===== config.mk =====
export PLATFORM = sky130hd
export DESIGN_NAME = dsp_voice_mixer_sched
export DESIGN_NICKNAME = d
export VERILOG_FILES = /design/src/rtl/dsp_voice_mixer_sched.sv
export SDC_FILE = /design/constraint.sdc
export NUM_CORES = 2
export LEC_CHECK = 0
export CAP_MARGIN = 20
export CORE_MARGIN = 4
export CORE_UTILIZATION = 64
export CTS_CLUSTER_SIZE = 12
export DETAILED_ROUTE_END_ITERATION = 8
export PLACE_DENSITY = 0.9
export SLEW_MARGIN = 15
export SYNTH_ARGS = -nofsm -noshare
export SYNTH_HDL_FRONTEND = slang
export SYNTH_SLANG_ARGS = --single-unit

===== constraint.sdc =====
create_clock -name clock -period 19.8 [get_ports clock]
set_input_delay 1.98 -clock clock [delete_from_list [all_inputs] [get_ports clock]]
set_output_delay 1.98 -clock clock [all_outputs]
set_load 0.01 [all_outputs]

===== src/rtl/dsp_voice_mixer_sched.sv =====
// Per-frame voice scheduler and stereo mixer: slot triggers, RAM voice select,
// shared-multiplier MAC per channel, main volume with saturation, one DAC sample per frame.
module dsp_voice_mixer_sched #(
  parameter int N_VOICES          = 8,
  parameter int SAMPLE_WIDTH      = 16,
  parameter int VOL_WIDTH         = 8,
  parameter int CLOCKS_PER_SAMPLE = 64,
  parameter int SLOT_CYCLES       = 4,
  parameter int FIRST_SLOT        = 2,
  parameter int MIX_START         = 40,
  localparam int SEL_W            = (N_VOICES > 1) ? $clog2(N_VOICES) : 1,
  localparam int STEP_W           = $clog2(CLOCKS_PER_SAMPLE)
) (
  input  logic                               clock,
  input  logic                               reset,
  input  logic                               enable,
  input  logic [N_VOICES-1:0]                voice_enable,
  input  logic                               mute,
  input  logic [N_VOICES*SAMPLE_WIDTH-1:0]   voice_sample,
  input  logic [N_VOICES*VOL_WIDTH-1:0]      vol_l,
  input  logic [N_VOICES*VOL_WIDTH-1:0]      vol_r,
  input  logic signed [VOL_WIDTH-1:0]        mvol_l,
  input  logic signed [VOL_WIDTH-1:0]        mvol_r,
  output logic [N_VOICES-1:0]                voice_trigger,
  output logic [SEL_W-1:0]                   voice_sel,
  output logic [STEP_W-1:0]                  frame_step,
  output logic signed [SAMPLE_WIDTH-1:0]     dac_out_l,
  output logic signed [SAMPLE_WIDTH-1:0]     dac_out_r,
  output logic                               sample_valid
);

  localparam int PROD_W = SAMPLE_WIDTH + VOL_WIDTH;
  localparam int ACC_W  = SAMPLE_WIDTH + VOL_WIDTH + $clog2(N_VOICES);
  localparam logic signed [ACC_W-1:0] SAT_MAX =
    {{(ACC_W-SAMPLE_WIDTH+1){1'b0}}, {(SAMPLE_WIDTH-1){1'b1}}};
  localparam logic signed [ACC_W-1:0] SAT_MIN =
    {{(ACC_W-SAMPLE_WIDTH+1){1'b1}}, {(SAMPLE_WIDTH-1){1'b0}}};

  if (N_VOICES < 1 || N_VOICES > 16 ||
      FIRST_SLOT + N_VOICES*SLOT_CYCLES > MIX_START ||
      MIX_START + N_VOICES >= CLOCKS_PER_SAMPLE - 1) begin : g_bad_cfg
    $error("dsp_voice_mixer_sched: illegal schedule parameters");
  end

  function automatic logic signed [SAMPLE_WIDTH-1:0] sat_sw(input logic signed [ACC_W-1:0] x);
    if (x > SAT_MAX)      return SAT_MAX[SAMPLE_WIDTH-1:0];
    else if (x < SAT_MIN) return SAT_MIN[SAMPLE_WIDTH-1:0];
    else                  return x[SAMPLE_WIDTH-1:0];
  endfunction

  logic [STEP_W-1:0]              step_p0;
  logic [N_VOICES-1:0]            trig_q;
  logic [SEL_W-1:0]               sel_q;
  logic                           valid_q;
  logic signed [ACC_W-1:0]        acc_l_p1, acc_r_p1;
  logic signed [SAMPLE_WIDTH-1:0] dac_l_p2, dac_r_p2;

  logic [N_VOICES-1:0]            trig_d;
  logic [SEL_W-1:0]               sel_d;
  logic signed [SAMPLE_WIDTH-1:0] mac_smp;
  logic signed [VOL_WIDTH-1:0]    mac_vl, mac_vr;
  int                             step_i;

  // Slot decode and MAC operand select; operands stay zero outside a voice's MAC step
  // or when that voice is masked, so the accumulator adds nothing.
  always_comb begin
    step_i  = int'(step_p0);
    trig_d  = '0;
    sel_d   = sel_q;
    mac_smp = '0;
    mac_vl  = '0;
    mac_vr  = '0;
    for (int v = 0; v < N_VOICES; v++) begin
      if (step_i == FIRST_SLOT + v*SLOT_CYCLES) begin
        trig_d[v] = voice_enable[v];
        sel_d     = SEL_W'(v);
      end
      if (step_i == MIX_START + v && voice_enable[v]) begin
        mac_smp = voice_sample[v*SAMPLE_WIDTH +: SAMPLE_WIDTH];
        mac_vl  = vol_l[v*VOL_WIDTH +: VOL_WIDTH];
        mac_vr  = vol_r[v*VOL_WIDTH +: VOL_WIDTH];
      end
    end
  end

  logic signed [PROD_W-1:0]       prod_l, prod_r, fin_l, fin_r;
  logic signed [SAMPLE_WIDTH-1:0] m_l, m_r, o_l, o_r;

  assign prod_l = PROD_W'(mac_smp) * PROD_W'(mac_vl);
  assign prod_r = PROD_W'(mac_smp) * PROD_W'(mac_vr);

  // Finalise: mix scaled to sample range, then main volume, each saturated.
  assign m_l   = sat_sw(acc_l_p1 >>> 7);
  assign m_r   = sat_sw(acc_r_p1 >>> 7);
  assign fin_l = PROD_W'(m_l) * PROD_W'(mvol_l);
  assign fin_r = PROD_W'(m_r) * PROD_W'(mvol_r);
  assign o_l   = sat_sw(ACC_W'(fin_l >>> 7));
  assign o_r   = sat_sw(ACC_W'(fin_r >>> 7));

  always_ff @(posedge clock or posedge reset) begin
    if (reset) begin
      step_p0  <= '0;
      trig_q   <= '0;
      sel_q    <= '0;
      valid_q  <= 1'b0;
      acc_l_p1 <= '0;
      acc_r_p1 <= '0;
      dac_l_p2 <= '0;
      dac_r_p2 <= '0;
    end else if (!enable) begin
      trig_q  <= '0;
      valid_q <= 1'b0;
    end else begin
      step_p0 <= (step_i == CLOCKS_PER_SAMPLE-1) ? '0 : step_p0 + 1'b1;
      trig_q  <= trig_d;
      sel_q   <= sel_d;
      if (step_i == MIX_START-1) begin
        acc_l_p1 <= '0;
        acc_r_p1 <= '0;
      end else begin
        acc_l_p1 <= acc_l_p1 + ACC_W'(prod_l);
        acc_r_p1 <= acc_r_p1 + ACC_W'(prod_r);
      end
      valid_q <= (step_i == CLOCKS_PER_SAMPLE-1);
      if (step_i == CLOCKS_PER_SAMPLE-1) begin
        dac_l_p2 <= mute ? '0 : o_l;
        dac_r_p2 <= mute ? '0 : o_r;
      end
    end
  end

  assign voice_trigger = trig_q;
  assign voice_sel     = sel_q;
  assign frame_step    = step_p0;
  assign dac_out_l     = dac_l_p2;
  assign dac_out_r     = dac_r_p2;
  assign sample_valid  = valid_q;

endmodule


==> flow_metrics.tcl <==
set metrics [dict create \
    outcome "complete, no violations" \
    start_util 0.653 \
    numCtsBuffers 9 \
    cts_root_buffer "clkbuf_16" \
    met2_usage 0.631 \
    reg2regPathDepth 28 \
    cp-start-kind "input pin" \
    busiest_layer "met2" \
    worstPathMaxFanout 64 \
    worst_slew_pin_slew_ps 1080 \
    synth_adder_area_share 0.456 \
    arrival_ps 10090 \
    stdcell_area_um2 30900 \
    firstDrtPassIters 6 \
    worstReg2RegStart "frame_step[3]" \
    setup.worst_path.class "in -> reg" \
    final_nets 4269 \
    synth_seq_cells 104 \
    ant_nets 0 \
    fin_setup_tns_ps 0 \
    wl_per_cell_um 21.9 \
    synthArstFlopShare 1.00 \
    hold_class "reg -> reg" \
    syn2layout_area_growth_pct 14.6 \
    clk_latency_ps 400 \
    dominantRegCellSynth "dfrtp_1" \
    met1_usage 0.416 \
    die_y_um 213 \
    drive_above_1_share 0.0461 \
    hpwl_mm 67.8 \
    met3_usage 0.0857 \
    grtUsageTotal 0.374 \
    cp-end-kind "flip-flop" \
    fp-row-count 74 \
    first_global_vias 25600 \
    drc 0 \
    ctsHoldBuffers 0 \
    synth_seq_area_share 0.0967 \
    numClockSinks 104 \
    synth-compound-area-share 0.131 \
    maxCapViolCount 0 \
    finalHoldViolations 0 \
    grt_overflow 0 \
    avgSynthCellArea_um2 8.85 \
    grt_pass1_wl_mm 132 \
    wirelength_mm 84.0 \
    post_cts_buffers 0 \
    syn_inst 3043 \
    slew_headroom 0.277 \
    hold_end "dac_out_l[0]" \
    yosys.area_share.simple 0.172 \
    critPathRequiredTime_ps 20120 \
    final_cell_count_no_fill 3841 \
    synth_xor_area_frac 0.0299 \
    antenna_found_initial 10 \
    crit_path_top_delay_cell "a21oi_2" \
    vias 23200 \
    die_area_um2 45400 \
    clk_pin_slew_worst_paths_ps 100 \
    io_pins 334 \
    muxShareOfSynthArea 0.00697 \
    grt_max_degree 67 \
    syn_nets 4019 \
    fill_cells 2866 \
    coreArea_um2 41200 \
    port_buffers 333 \
    cpMostUsedCell "fa_1" \
    htreeDepth 3 \
    cp_slowest_stage_delay_ps 730 \
    clock_skew_ps 17.5 \
    crit_family "adder cells" \
    rsz0062_at_grt "false" \
    cts_tree "built" \
    gp_congestion 1.05 \
    path_buf_inv 5 \
    period_share 0.493 \
    yosysWarnings 0 \
    cts.path.max_buffers 2 \
    drt-vias-per-instance 6.05 \
    synthDistinctLibCells 89 \
    placed_cells 3814 \
    finalCriticalPeriod_ps 9760 \
    die-width_um 213 \
    r2r-end "acc_l_p1[26]" \
    drtIter0Drc 1824 \
    cts-resized-gates 0 \
    setup_viol 0 \
    min_path_cells 2 \
    synth-edff-count 0 \
    final_max_slew_viol_count 0 \
    synth_area_um2 26900 \
    place_area_um2 30500 \
    holdWs_ps 496 \
    fmax_mhz 102 \
    hold_start "dac_out_l[0]" \
    r2r_slack_ps 10920 \
    synth_top_family_by_area "adder cells" \
]
==> cell usage in the layout (no fill, tap or decap), drive strengths merged, types with 6 or more instances in the layout <==
cell type / synthesis / layout
o21bai: 14 / 14
mux2: 6 / 6
a22oi: 22 / 22
dfrtp: 104 / 104
nand4: 9 / 9
o41ai: 8 / 8
inv: 609 / 614
o22ai: 62 / 62
o22a: 16 / 16
a21oi: 79 / 79
mux2i: 12 / 12
a221o: 11 / 11
nor3: 46 / 46
or2: 6 / 6
and4: 8 / 8
xnor2: 62 / 62
and2: 195 / 195
ha: 210 / 210
or3: 7 / 7
nand3: 17 / 17
o21a: 41 / 41
clkdlybuf4s50: 0 / 332
nor2b: 27 / 27
diode: 0 / 11
a211oi: 6 / 6
buf: 56 / 22
a221oi: 23 / 23
nand2: 337 / 337
fa: 482 / 482
and3: 45 / 45
xor2: 29 / 29
o31ai: 6 / 6
a21o: 22 / 22
nor2: 203 / 203
nand2b: 17 / 17
o211ai: 26 / 26
o21ai: 96 / 96
clkbuf: 59 / 9
==> Yosys cell counts, types with 18 or more instances <==
cell type | number | area share
nor3_1 | 27 | 0.0050
o22ai_1 | 44 | 0.010
clkbuf_1 | 58 | 0.0081
a221oi_1 | 22 | 0.0072
dfrtp_1 | 104 | 0.097
fa_1 | 482 | 0.36
inv_1 | 609 | 0.085
nor2b_1 | 27 | 0.0063
nor3_2 | 18 | 0.0067
o21a_1 | 41 | 0.011
o21ai_0 | 82 | 0.015
buf_2 | 28 | 0.0052
xor2_1 | 29 | 0.0094
xnor2_1 | 61 | 0.020
o22ai_2 | 18 | 0.0084
and3_1 | 45 | 0.010
ha_1 | 210 | 0.098
nand2_1 | 337 | 0.047
a21o_1 | 22 | 0.0061
and2_1 | 194 | 0.045
a21oi_1 | 68 | 0.013
nor2_1 | 203 | 0.028
==> per-stage QoR <==
stage               utilization  worst slack (ps)
floorplan                     -             11580
global placement          0.741             10120
detailed placement        0.741              9750
CTS                       0.748             10150
global route              0.749              9550
finish                    0.749             10040
==> worst register-to-register path: cells and delay by family (launching register included) <==
| family | cells | cell delay (ps) |
|---|---|---|
| DFF | 1 | 660 |
| and+or+nand+nor | 8 | 2560 |
| xor gates and xnor gates | 1 | 130 |
| muxes | 1 | 100 |
| buffers and inverters | 4 | 670 |
| adders and majority gates | 6 | 2800 |
| AOI/OAI and AO/OA | 8 | 1890 |
==> flip-flops by register name, summed over array words and instances, names as in the netlist <==
| register | cells |
|---|---|
| frame_step | 6 |
| dac_out_r | 16 |
| acc_l_p1 | 27 |
| dac_out_l | 16 |
| voice_trigger | 8 |
| acc_r_p1 | 27 |
| voice_sel | 3 |
| sample_valid | 1 |
==> kinds of logic (layout without fill, tap and decap cells) <==
group                    Yosys count  after routing
flip-flops                       104            104
buffers and inverters            724            979
XOR/XNOR                          91             91
AND/OR/NAND/NOR                  940            940
AO/OA/AOI/OAI                    474            474
adder cells (fa/ha/maj)          692            692
other                              0             11
multiplexers                      18             18
==> worst max-delay path by stage <==
stage | startpoint | end | slack [ps] | cells past startpoint
2_1_floorplan | voice_enable[1] | acc_l_p1[26] | 11580 | 30
4_1_cts | voice_enable[2] | acc_l_p1[26] | 10150 | 28
6_report | voice_enable[2] | acc_l_p1[26] | 10040 | 28
5_1_grt | voice_enable[2] | acc_l_p1[26] | 9550 | 28
3_5_place_dp | voice_enable[2] | acc_l_p1[26] | 9750 | 28
3_3_place_gp | voice_enable[2] | acc_l_p1[26] | 10120 | 28
==> per-layer routing <==
| layer | vias up | wire length, um |
|---|---|---|
| li1 | 10100 | - |
| met1 | 11500 | 28400 |
| met2 | 1285 | 41000 |
| met3 | 371 | 7680 |
| met4 | 0 | 6870 |
| met5 | - | 0 |
==> layout make-up <==
type | instances | area, um2 | area share
inverter | 609 | 2290 | 0.0742
timing repair buffer | 354 | 3490 | 0.113
tap | 532 | 666 | 0.0216
multi-input combinational | 2215 | 21500 | 0.696
clock inverter | 7 | 88.8 | 0.00288
antenna | 11 | 27.5 | 0.000892
sequential | 104 | 2600 | 0.0843
clock buffer | 9 | 225 | 0.00730
Power is left out: the tool's default activity adds up to more than one toggle a clock period on the data nets, which glitch-free logic cannot reach.
